**src/rtl/serving_wb_decoder_if.sv**
```systemverilog
// Wishbone bundle between the CPU/slave environment and serving_wb_decoder.
// master: the CPU plus the slave devices; slave: the decoder itself.
interface serving_wb_decoder_if #(
   parameter int unsigned N_SLV = 2
);
   logic [31:0]         cpu_adr;
   logic [31:0]         cpu_dat;
   logic [3:0]          cpu_sel;
   logic                cpu_we;
   logic                cpu_stb;
   logic [31:0]         cpu_rdt;
   logic                cpu_ack;
   logic                cpu_err;
   logic [31:0]         slv_adr;
   logic [31:0]         slv_dat;
   logic [3:0]          slv_sel;
   logic                slv_we;
   logic [N_SLV-1:0]    slv_stb;
   logic [N_SLV*32-1:0] slv_rdt;
   logic [N_SLV-1:0]    slv_ack;

   modport master (
      output cpu_adr, cpu_dat, cpu_sel, cpu_we, cpu_stb,
      input  cpu_rdt, cpu_ack, cpu_err,
      input  slv_adr, slv_dat, slv_sel, slv_we, slv_stb,
      output slv_rdt, slv_ack
   );

   modport slave (
      input  cpu_adr, cpu_dat, cpu_sel, cpu_we, cpu_stb,
      output cpu_rdt, cpu_ack, cpu_err,
      output slv_adr, slv_dat, slv_sel, slv_we, slv_stb,
      input  slv_rdt, slv_ack
   );
endinterface

```
**src/rtl/serving_wb_decoder.sv**
```systemverilog
// Registered Wishbone address decoder/mux: one CPU master, N_SLV base/mask slaves,
// bus-error ack for unmapped addresses, watchdog timeout and saturating error counter.
module serving_wb_decoder #(
   parameter int unsigned         N_SLV    = 2,
   parameter logic [N_SLV*32-1:0] SLV_BASE = {32'h4000_0000, 32'h0000_0000},
   parameter logic [N_SLV*32-1:0] SLV_MASK = {32'hC000_0000, 32'hC000_0000},
   parameter int unsigned         TIMEOUT  = 255,
   parameter logic [31:0]         ERR_RDT  = 32'hDEAD_BEEF
) (
   input  logic                 i_clk,
   input  logic                 i_rst,
   serving_wb_decoder_if.slave  wb_io,
   output logic [7:0]           o_err_cnt
);

   localparam int unsigned SelW = (N_SLV > 1) ? $clog2(N_SLV) : 1;

   typedef enum logic [1:0] {StIdle, StActive, StErr} state_e;

   state_e            state_q, state_d;
   logic [SelW-1:0]   sel_q, sel_d;
   logic [15:0]       wd_q, wd_d;
   logic [7:0]        err_cnt_q, err_cnt_d;

   logic              hit;
   logic [SelW-1:0]   hit_idx;
   logic              sel_ack;
   logic [31:0]       sel_rdt;
   logic              wd_expired;
   logic              err_ack;
   logic [N_SLV-1:0]  slv_stb;
   logic              cpu_ack;
   logic              cpu_err;
   logic [31:0]       cpu_rdt;

   // Scan from the top down so the lowest-index hit overwrites the others.
   always_comb begin
      hit     = 1'b0;
      hit_idx = '0;
      for (int k = N_SLV - 1; k >= 0; k--) begin
         if ((wb_io.cpu_adr & SLV_MASK[32*k +: 32]) == SLV_BASE[32*k +: 32]) begin
            hit     = 1'b1;
            hit_idx = SelW'(k);
         end
      end
   end

   assign sel_ack    = wb_io.slv_ack[sel_q];
   assign sel_rdt    = wb_io.slv_rdt[{sel_q, 5'd0} +: 32];
   assign wd_expired = (TIMEOUT != 0) && (wd_q == 16'(TIMEOUT));

   always_comb begin
      state_d   = state_q;
      sel_d     = sel_q;
      wd_d      = wd_q;
      err_cnt_d = err_cnt_q;
      slv_stb   = '0;
      cpu_ack   = 1'b0;
      cpu_err   = 1'b0;
      cpu_rdt   = sel_rdt;
      err_ack   = 1'b0;

      unique case (state_q)
         StIdle: begin
            if (wb_io.cpu_stb) begin
               if (hit) begin
                  sel_d   = hit_idx;
                  wd_d    = '0;
                  state_d = StActive;
               end else begin
                  state_d = StErr;
               end
            end
         end
         StActive: begin
            if (!wb_io.cpu_stb) begin
               state_d = StIdle;
            end else if (sel_ack) begin
               // A slave ack beats a watchdog expiry in the same cycle.
               slv_stb[sel_q] = 1'b1;
               cpu_ack        = 1'b1;
               state_d        = StIdle;
            end else if (wd_expired) begin
               err_ack = 1'b1;
               state_d = StIdle;
            end else begin
               slv_stb[sel_q] = 1'b1;
               wd_d           = wd_q + 16'd1;
            end
         end
         StErr: begin
            err_ack = 1'b1;
            state_d = StIdle;
         end
         default: state_d = StIdle;
      endcase

      if (err_ack) begin
         cpu_ack = 1'b1;
         cpu_err = 1'b1;
         cpu_rdt = ERR_RDT;
         if (err_cnt_q != 8'hFF) begin
            err_cnt_d = err_cnt_q + 8'd1;
         end
      end
   end

   always_ff @(posedge i_clk or posedge i_rst) begin
      if (i_rst) begin
         state_q   <= StIdle;
         sel_q     <= '0;
         wd_q      <= '0;
         err_cnt_q <= '0;
      end else begin
         state_q   <= state_d;
         sel_q     <= sel_d;
         wd_q      <= wd_d;
         err_cnt_q <= err_cnt_d;
      end
   end

   assign wb_io.slv_adr = wb_io.cpu_adr;
   assign wb_io.slv_dat = wb_io.cpu_dat;
   assign wb_io.slv_sel = wb_io.cpu_sel;
   assign wb_io.slv_we  = wb_io.cpu_we;
   assign wb_io.slv_stb = slv_stb;
   assign wb_io.cpu_ack = cpu_ack;
   assign wb_io.cpu_err = cpu_err;
   assign wb_io.cpu_rdt = cpu_rdt;
   assign o_err_cnt     = err_cnt_q;

endmodule

```
**src/flat_wrapper.sv**
```systemverilog
// flat-port wrapper written by rule: the top's interface ports become plain ports
module serving_wb_decoder_flat 
#(
   parameter int unsigned         N_SLV    = 2,
   parameter logic [N_SLV*32-1:0] SLV_BASE = {32'h4000_0000, 32'h0000_0000},
   parameter logic [N_SLV*32-1:0] SLV_MASK = {32'hC000_0000, 32'hC000_0000},
   parameter int unsigned         TIMEOUT  = 255,
   parameter logic [31:0]         ERR_RDT  = 32'hDEAD_BEEF
)
  (i_clk, i_rst, o_err_cnt, wb_io_cpu_adr, wb_io_cpu_dat, wb_io_cpu_sel, wb_io_cpu_we, wb_io_cpu_stb, wb_io_cpu_rdt, wb_io_cpu_ack, wb_io_cpu_err, wb_io_slv_adr, wb_io_slv_dat, wb_io_slv_sel, wb_io_slv_we, wb_io_slv_stb, wb_io_slv_rdt, wb_io_slv_ack);
  serving_wb_decoder_if #(.N_SLV(N_SLV)) wb_io_i ();
  input  logic i_clk;
  input  logic i_rst;
  output logic [7:0] o_err_cnt;
  input wire logic [$bits(wb_io_i.cpu_adr)-1:0] wb_io_cpu_adr;
  input wire logic [$bits(wb_io_i.cpu_dat)-1:0] wb_io_cpu_dat;
  input wire logic [$bits(wb_io_i.cpu_sel)-1:0] wb_io_cpu_sel;
  input wire logic [$bits(wb_io_i.cpu_we)-1:0] wb_io_cpu_we;
  input wire logic [$bits(wb_io_i.cpu_stb)-1:0] wb_io_cpu_stb;
  output wire logic [$bits(wb_io_i.cpu_rdt)-1:0] wb_io_cpu_rdt;
  output wire logic [$bits(wb_io_i.cpu_ack)-1:0] wb_io_cpu_ack;
  output wire logic [$bits(wb_io_i.cpu_err)-1:0] wb_io_cpu_err;
  output wire logic [$bits(wb_io_i.slv_adr)-1:0] wb_io_slv_adr;
  output wire logic [$bits(wb_io_i.slv_dat)-1:0] wb_io_slv_dat;
  output wire logic [$bits(wb_io_i.slv_sel)-1:0] wb_io_slv_sel;
  output wire logic [$bits(wb_io_i.slv_we)-1:0] wb_io_slv_we;
  output wire logic [$bits(wb_io_i.slv_stb)-1:0] wb_io_slv_stb;
  input wire logic [$bits(wb_io_i.slv_rdt)-1:0] wb_io_slv_rdt;
  input wire logic [$bits(wb_io_i.slv_ack)-1:0] wb_io_slv_ack;
  assign wb_io_i.cpu_adr = wb_io_cpu_adr;
  assign wb_io_i.cpu_dat = wb_io_cpu_dat;
  assign wb_io_i.cpu_sel = wb_io_cpu_sel;
  assign wb_io_i.cpu_we = wb_io_cpu_we;
  assign wb_io_i.cpu_stb = wb_io_cpu_stb;
  assign wb_io_cpu_rdt = wb_io_i.cpu_rdt;
  assign wb_io_cpu_ack = wb_io_i.cpu_ack;
  assign wb_io_cpu_err = wb_io_i.cpu_err;
  assign wb_io_slv_adr = wb_io_i.slv_adr;
  assign wb_io_slv_dat = wb_io_i.slv_dat;
  assign wb_io_slv_sel = wb_io_i.slv_sel;
  assign wb_io_slv_we = wb_io_i.slv_we;
  assign wb_io_slv_stb = wb_io_i.slv_stb;
  assign wb_io_i.slv_rdt = wb_io_slv_rdt;
  assign wb_io_i.slv_ack = wb_io_slv_ack;
  serving_wb_decoder #(.N_SLV(N_SLV), .SLV_BASE(SLV_BASE), .SLV_MASK(SLV_MASK), .TIMEOUT(TIMEOUT), .ERR_RDT(ERR_RDT)) u_core (.i_clk(i_clk), .i_rst(i_rst), .wb_io(wb_io_i), .o_err_cnt(o_err_cnt));
endmodule
```
**config.mk**
```make
export PLATFORM = sky130hd
export DESIGN_NAME = serving_wb_decoder_flat
export DESIGN_NICKNAME = d
export VERILOG_FILES = /design/src/rtl/serving_wb_decoder_if.sv /design/src/rtl/serving_wb_decoder.sv /design/src/flat_wrapper.sv
export SDC_FILE = /design/constraint.sdc
export NUM_CORES = 1
export LEC_CHECK = 0
export ABC_AREA = 1
export CORE_ASPECT_RATIO = 1.1
export CORE_MARGIN = 2
export CORE_UTILIZATION = 30
export DETAILED_ROUTE_END_ITERATION = 7
export GPL_TIMING_DRIVEN = 0
export PLACE_DENSITY = 0.82
export SLEW_MARGIN = 20
export SYNTH_ARGS = -nofsm -noshare
export SYNTH_HDL_FRONTEND = slang
export SYNTH_SLANG_ARGS = --single-unit
```
**constraint.sdc**
```tcl
create_clock -name i_clk -period 2.3 [get_ports i_clk]
set_input_delay 0.46 -clock i_clk [delete_from_list [all_inputs] [get_ports i_clk]]
set_output_delay 0.46 -clock i_clk [all_outputs]
set_load 0.02 [all_outputs]
```
**Word-level counts from Yosys, hierarchy flattened**

Cells that the tools add are included.

- Order comparisons: 2
- Shifts and indexed selects: 1
- Add/subtract/negate cells: 2
- Mux-type cells: 33
- Reductions and logical operators: 8
- Equal/unequal tests: 11

Operator list:

| cell | number |
|---|---|
| 16-bit two-way mux | 5 |
| 64-bit by 7-bit variable part select with 32-bit output | 1 |
| 32-bit zero test | 1 |
| 32-bit two-way mux | 1 |
| 16-bit case mux with 2 select lines | 1 |
| 2-bit two-way mux | 9 |
| 16-bit by 1-bit adder with 16-bit output, second input constant | 1 |
| 16-bit by 8-bit == test with 1-bit output, second input constant | 1 |
| 1-bit two-way mux | 14 |
| 8-bit by 1-bit adder with 8-bit output, second input constant | 1 |
| 2-bit != test, second input constant | 4 |
| 8-bit != test, second input constant | 1 |
| 6-bit AND reduction | 1 |
| 2-bit by 1-bit == test with 1-bit output, second input constant | 2 |
| 4-bit by 2-bit != test with 1-bit output, second input constant | 1 |
| 2-bit case mux with 2 select lines | 1 |
| 2-bit AND reduction | 2 |
| 3-bit AND reduction | 1 |
| 2-bit == test, second input constant | 1 |
| 2-bit zero test | 1 |
| 1-bit by 2-bit less-than comparator with 1-bit output, second input constant | 1 |
| 2-bit by 1-bit != test with 1-bit output, second input constant | 1 |
| 1-bit case mux with 2 select lines | 1 |
| 2-bit nonzero test | 1 |
| other kinds (3) | 3 |

- Bits of input ports: 138
- Logic and storage cells: 61
- Output and inout port bits: 113
- Flip-flop bits (word level): 27

**Longest topological paths before layout**

Gate-level depths: netlist of the first run.

- Depth after elaboration: 8
- Mapped depth: 11
- Gate-level depth less buffers: 10

**Worst setup path after synthesis of the first run**

Ideal clock, no wire load.

- Path kind: reg-to-output
- From: register u_core.state_q[0]
- To: output wb_io_cpu_rdt[14]
- Required time: 1840 ps
- Buffers on the path: 1
- Arrival: 1699 ps
- Stages on the path, launching flop included: 6
- Setup slack: 141 ps
- Path through: dfrtp_1 -> inv_1 -> ha_1 -> clkbuf_1 -> a21boi_2 -> a21oi_1

- Cells in the longest elaborated chain, start to end: 3
- Elaborated cells on any way between the ends: 4
- Those cells by class: eq/ne: 2; mux: 2

RTL lines:

| element | line | source |
|---|---|---|
| start, declared | serving_wb_decoder.sv:20 | `state_e state_q, state_d;` |
| start signal, assigned | serving_wb_decoder.sv:110 | `state_q <= StIdle;` |
| start signal, assigned | serving_wb_decoder.sv:115 | `state_q <= state_d;` |
| 2-bit == test or 2-bit by 1-bit == test with 1-bit output (tied branches) | serving_wb_decoder.sv:63 | `unique case (state_q)` |
| 1-bit case mux with 2 select lines (*) | serving_wb_decoder.sv:63 |  |
| 32-bit two-way mux (*) | serving_wb_decoder.sv:98 | `if (err_ack) begin` |
| end, declared | flat_wrapper.sv:20 | `output wire logic [$bits(wb_io_i.cpu_rdt)-1:0] wb_io_cpu_rdt;` |

Mark *: on every way between the ends. The rest lies on a longest branch, timed or not.

**Final worst setup path of the first run**

- From: register u_core.state_q[1]
- To: output wb_io_cpu_rdt[19]

Same word-level chain as after synthesis.

==> flow_summary_export.csv, run 1 <==
group,metric,value,unit
outcome,outcome,"finished, violations left",
outcome,violations,"negative setup slack",
clock_tree,cts-buffers-inserted,3,
die,die_x,97.10,µm
layout,syn2layout_area_growth,92.04,%
timing,finalWorstSetupSlack,-0.05490,ns
synth,syn_inst,434,
power_and_ir_drop,netSwitchingPower,2.527,mW
timing,drv_slew,0,
global_route,grt_pass1_wl,17730,µm
synth,synth_seq_area_share,0.2362,
route,totalWireLength,12160,µm
synth,netlist_area,2860,µm²
power_and_ir_drop,p_leak,2.652,nW
clock_tree,h-tree-depth,1,
die,core,9305,µm²
placement,pre_cts_ws,-0.7969,ns
layout,final_core_util,0.5903,
clock_tree,cts_tree,"built",
global_route,grt_usage,0.2084,
clock_tree,clkSlewWorstSetupHoldPaths,0.11,ns
job,drv_cap,0,
power_and_ir_drop,p_comb_frac,0.817,
die,die_h,106.4,µm
layout,nets,793,
power_and_ir_drop,peakVddDrop,0.5523,mV
timing,post-route-period-util,1.024,
route,vias_per_cell,4.890,
power_and_ir_drop,powerDensity,921.7,nW/µm²
clock_tree,worstSkewPairLatency,0.29,ns
placement,dpl.hpwl,8769,µm
global_route,grt_max_degree,28,
die,io_pins,251,
die,die-area,10330,µm²
global_route,grt_antenna_before_repair,0,
setup_path,crit_slowest_cell,"dfrtp_1",
timing,rsz0062_at_grt,"true",
placement,globalplace.congestion,0.9236,
route,drt-initial-drc-count,213,
power_and_ir_drop,power,5.063,mW
clock_tree,cts.sinks,27,
layout,filler_cell_count,774,
clock_tree,root_buffer,"clkbuf_8",
synth,yosys-top-cells-area,"dfrtp_1, nand2_1, buf_4",
layout,n_antenna_cell,0,
setup_path,critPathRequiredTime,1.84,ns
setup_path,slowest_delay,0.41,ns
setup_path,crit_chain,"inv_2, ha_4, nand2_4, nor2_4, nand3_4, nand2_4, nand2_8, buf_12, nand3_4, buf_6",
die,start_util,0.3074,
layout,layout-drive-gt1-share,0.3251,
route,wire_per_inst,15.87,µm
timing,tightest_slew,0.6017,ns
setup_path,r2r_setup_slack,0.21,ns
setup_path,crit_type,"reg2out",
placement,port_buffers,183,
power_and_ir_drop,p_clk_frac,0.058,
clock_tree,cts_hold_buf,0,
timing,setup_viol,18,
hold_path,worstHoldPathType,"in2async",
synth,syn_nets,577,
global_route,grt-ovfl-total,0,
setup_path,cp_top_family,"simple AND/OR/NAND/NOR gates",
synth,ys_warn_count,0,
die,rows,37,
synth,avgSynthCellArea,6.590,µm²
synth,synth.largest_area_cell,"dfrtp_1",
timing,clock.fmax,0.4246,GHz
synth,synth.top_cell.area_share,0.2362,
setup_path,worst-path-max-fanout,5,
setup_path,crit_arrival,1.89,ns
route,antenna_left,0,
setup_path,cp.buffers_inverters,3,
global_route,grt_pass1_vias,3623,
synth,ys_seq_elements,27,
route,first_pass_iters,5,
route,drc,0,
setup_path,critPathLaunchType,"flop",
power_and_ir_drop,p_int,2.536,mW
timing,hold_viol,0,
setup_path,end_kind,"output pin",
synth,synth.distinct_cells,30,
timing,whs,0.5432,ns
route,vias,3746,
power_and_ir_drop,swShare,0.4991,
timing,finalCriticalPeriod,2.355,ns
timing,skew,0.01189,ns
power_and_ir_drop,seq_power_share,0.125,
timing,slew_headroom,0.5983,
clock_tree,clockBufferDepth,2,
through the flow:
stage                     instance area [µm²]  TNS, ns  std cells
after floorplan                          2860        0        434
after global placement                   4838   -21.19        734
after detailed placement                 4838   -21.98        734
after CTS                                5308  -0.4654        761
after global routing                     5493   -2.970        766
final                                    5493  -0.4660        766
area by class of cell:
cell class | count | area (µm²) | share of cell area
buffer | 81 | 630.6 | 0.1148
clock buffer | 3 | 41.29 | 0.007517
clock inverter | 1 | 7.507 | 0.001367
inverter | 29 | 116.4 | 0.02118
multi-input combinational | 297 | 1802 | 0.3280
sequential | 27 | 675.6 | 0.1230
tap | 117 | 146.4 | 0.02665
timing repair buffer | 211 | 2073 | 0.3774
power by group through the flow:
stage / Clock, mW / Combinational [mW] / Sequential (mW)
2_1_floorplan: 0 / 1.71 / 0.657
3_3_place_gp: 0 / 3.08 / 0.632
3_5_place_dp: 0 / 3.13 / 0.634
4_1_cts: 0.289 / 3.72 / 0.623
5_1_grt: 0.317 / 4.38 / 0.645
6_report: 0.294 / 4.14 / 0.634
worst register-to-register path: cells and delay by family (launching register included):
| family | cells | cell delay (ns) |
|---|---|---|
| AO/OA/AOI/OAI | 2 | 0.31 |
| adder cells (fa/ha/maj) | 1 | 0.20 |
| buffers and inverters | 5 | 0.62 |
| flip-flops | 1 | 0.45 |
| AND/OR/NAND/NOR | 4 | 0.43 |
cells in the final DEF (no fill, tap or decap), types with 3 or more instances in the layout:
master             n
clkdlybuf4s50_1  144
nand2_1          141
buf_4            101
buf_6             31
dfrtp_1           27
nor2_1            25
nand3_1           23
inv_1             23
nand4_1           14
nand3_2           14
nand3_4           12
o21ai_0           11
nand2_2            7
nand2_4            6
o21ai_2            6
a21oi_2            6
xor2_1             5
a21oi_1            5
clkbuf_1           5
dlygate4sd2_1      5
inv_2              4
o21bai_1           3
ha_4               3
clkbuf_8           3
final timing paths:
check                                  startpoint             endpoint  cells past startpoint
worst min-delay path                        i_rst  u_core.o_err_cnt[2]                      2
max in group asynchronous                   i_rst      u_core.wd_q[15]                      2
worst max-delay path            u_core.state_q[1]    wb_io_cpu_rdt[19]                     10
worst max register to register  u_core.state_q[0]      u_core.wd_q[12]                     12
worst min register to register    u_core.wd_q[15]      u_core.wd_q[15]                      2
min in group i_clk                u_core.wd_q[15]      u_core.wd_q[15]                      2
registers in the layout (all words and copies together) (netlist names):
register	count
u_core.sel_q	1
u_core.o_err_cnt	8
u_core.wd_q	16
u_core.state_q	2
cell usage after synthesis:
cell	instances
clkbuf_1	8
buf_2	1
buf_12	1
nand3b_1	2
nand3_2	2
nand2_1	146
inv_1	26
nand4_1	14
nand2_4	3
a21boi_2	1
ha_1	5
a21oi_1	11
dfrtp_1	27
buf_6	3
inv_2	2
nand2_2	5
inv_6	1
nor2_1	25
nor2_8	1
or2_2	2
nor2_2	2
nand3_1	46
xor2_1	5
o21ai_2	6
o21ai_0	11
and2_1	1
xnor2_1	2
buf_4	70
o21bai_1	4
nand3_4	1
repair_timing:
action,in CTS,in global routing
resized for setup,236,43
pin swaps,10,6
gates cloned,3,1
setup endpoints to repair,36,36
buffers inserted,21,5
logic make-up (layout without fill, tap and decap cells):
group | after synthesis | after routing | synth area share
AOI/OAI and AO/OA | 33 | 34 | 0.07130
and+or+nand+nor | 250 | 251 | 0.3946
xor gates and xnor gates | 7 | 7 | 0.02144
buffers and inverters | 112 | 325 | 0.2546
DFF | 27 | 27 | 0.2362
adders and majority gates | 5 | 5 | 0.02187
layer usage:
metal,global-route usage,routed length (µm),share of wire
met4,0.04728,241,0.020
met2,0.3963,6591,0.54
met5,0,0,0
met1,0.2411,4365,0.36
met3,0.03813,961,0.079
Note: power is estimated with default switching activity, not from simulation.
==> inputs of run 2 (changes only) <==
clock period = 3 ns   (was 2.3 ns; I/O delays follow)
==> flow_summary_export.csv, run 2 (synthesis results as in run 1) <==
group,metric,value,unit
layout,final_core_util,0.5188,
layout,largest_reg_flops,16,
timing,slew_headroom,0.6074,
route,vias_per_cell,4.600,
power_and_ir_drop,seq_power_share,0.164,
power_and_ir_drop,p_int,1.366,mW
timing,hold_viol,0,
power_and_ir_drop,p_comb_frac,0.759,
global_route,grt_max_degree,28,
global_route,grt_pass1_vias,3301,
layout,n_antenna_cell,0,
timing,drv_slew,0,
timing,tns,0,ns
setup_path,critPathLaunchType,"flop",
layout,layout-drive-gt1-share,0.2128,
hold_path,worstHoldPathType,"reg2reg",
die,start_util,0.3074,
layout,final_cell_mix,"clkdlybuf4s50_1, nand2_1, buf_4",
placement,pre_cts_ws,-0.3769,ns
die,core,9305,µm²
power_and_ir_drop,peakVddDrop,0.4005,mV
outcome,outcome,"complete, no violations",
clock_tree,worstSkewPairLatency,0.29,ns
clock_tree,root_buffer,"clkbuf_8",
timing,rsz0062_at_grt,"false",
route,drt-initial-drc-count,221,
clock_tree,clockBufferDepth,2,
setup_path,end_kind,"output pin",
route,wire_per_inst,13.92,µm
setup_path,r2r_setup_slack,0.97,ns
timing,clock.fmax,0.3541,GHz
layout,layout_commonest_cell,"clkdlybuf4s50_1",
clock_tree,cts.sinks,27,
placement,dpl.hpwl,8769,µm
power_and_ir_drop,powerDensity,606.1,nW/µm²
placement,port_buffers,183,
setup_path,crit_arrival,2.22,ns
setup_path,worst-path-max-fanout,9,
clock_tree,cts-buffers-inserted,3,
die,die-area,10330,µm²
power_and_ir_drop,netSwitchingPower,1.560,mW
power_and_ir_drop,p_clk_frac,0.077,
timing,tightest_slew,0.5880,ns
route,vias,3413,
timing,whs,0.5496,ns
route,antenna_left,0,
layout,register_area,675.6,µm²
route,totalWireLength,10330,µm
setup_path,critPathRequiredTime,2.40,ns
timing,finalCriticalPeriod,2.824,ns
route,drc,0,
timing,post-route-period-util,0.9413,
layout,multiInputGateArea,1473,µm²
timing,finalWorstSetupSlack,0.1761,ns
timing,skew,0.01046,ns
timing,setup_viol,0,
die,rows,37,
global_route,grt_usage,0.1907,
power_and_ir_drop,p_leak,2.363,nW
power_and_ir_drop,power,2.926,mW
die,die_h,106.4,µm
job,drv_cap,0,
clock_tree,cts_tree,"built",
setup_path,crit_type,"reg2out",
layout,nets,769,
layout,syn2layout_area_growth,68.77,%
die,die_x,97.10,µm
global_route,grt-ovfl-total,0,
clock_tree,clkSlewWorstSetupHoldPaths,0.11,ns
layout,filler_cell_count,876,
clock_tree,h-tree-depth,1,
power_and_ir_drop,swShare,0.5331,
route,first_pass_iters,4,
global_route,grt_pass1_wl,16220,µm
die,io_pins,251,
layout,top_register,"u_core.wd_q",
placement,globalplace.congestion,0.9236,
global_route,grt_antenna_before_repair,0,
==> run 2: what timing repair did <==
item,CTS,global route
pin swaps,0,1
resized for setup,60,32
hold buffers,0,0
setup endpoints to repair,34,22
endpoints found under the hold margin,0,0
buffers inserted,0,4
==> run 2: worst paths after layout <==
check                             startpoint                  end  depth (start not counted)
min reg2reg                   u_core.wd_q[1]       u_core.wd_q[1]                          2
min                           u_core.wd_q[1]       u_core.wd_q[1]                          2
max in group asynchronous              i_rst       u_core.wd_q[4]                          2
min in group asynchronous              i_rst  u_core.o_err_cnt[2]                          2
max reg2reg                u_core.state_q[1]  u_core.o_err_cnt[6]                         12
max                        u_core.state_q[1]    wb_io_cpu_rdt[14]                          9
==> run 2: power groups by stage <==
stage	combinational [mW]	sequential (mW)	clock [mW]
6_report	2.22	0.481	0.225
5_1_grt	2.43	0.491	0.240
4_1_cts	2.23	0.480	0.222
3_5_place_dp	2.40	0.486	0
3_3_place_gp	2.36	0.485	0
2_1_floorplan	1.31	0.504	0
==> run 2: final cells by class <==
type                       instances  area share
timing repair buffer             187      0.3629
multi-input combinational        295      0.3051
sequential                        27      0.1400
buffer                            83      0.1280
tap                              117     0.03033
inverter                          29     0.02359
clock buffer                       3    0.008554
clock inverter                     1    0.001555
==> run 2: per-stage QoR <==
stage,instances,instance area (µm²)
after floorplan,434,2860
after global placement,734,4838
after detailed placement,734,4838
after CTS,738,4846
after global routing,742,4827
final,742,4827
==> run 2: routing by layer <==
| metal | vias up | GRT usage | part of all wire |
|---|---|---|---|
| met1 | 1536 | 0.2409 | 0.39 |
| li1 | 1698 | - | - |
| met4 | 0 | 0.04225 | 0.013 |
| met3 | 9 | 0.02630 | 0.070 |
| met2 | 170 | 0.3447 | 0.52 |
| met5 | - | 0 | 0 |
==> run 2: worst max-delay path, stage by stage (launching register included) <==
cell and delay [ns]:
dfrtp_1 0.42, inv_1 0.09, ha_1 0.16, buf_4 0.17
nand2_1 0.08, nor2_2 0.14, nand3_2 0.15, a21boi_4 0.30
a21oi_1 0.08, dlygate4sd2_1 0.34
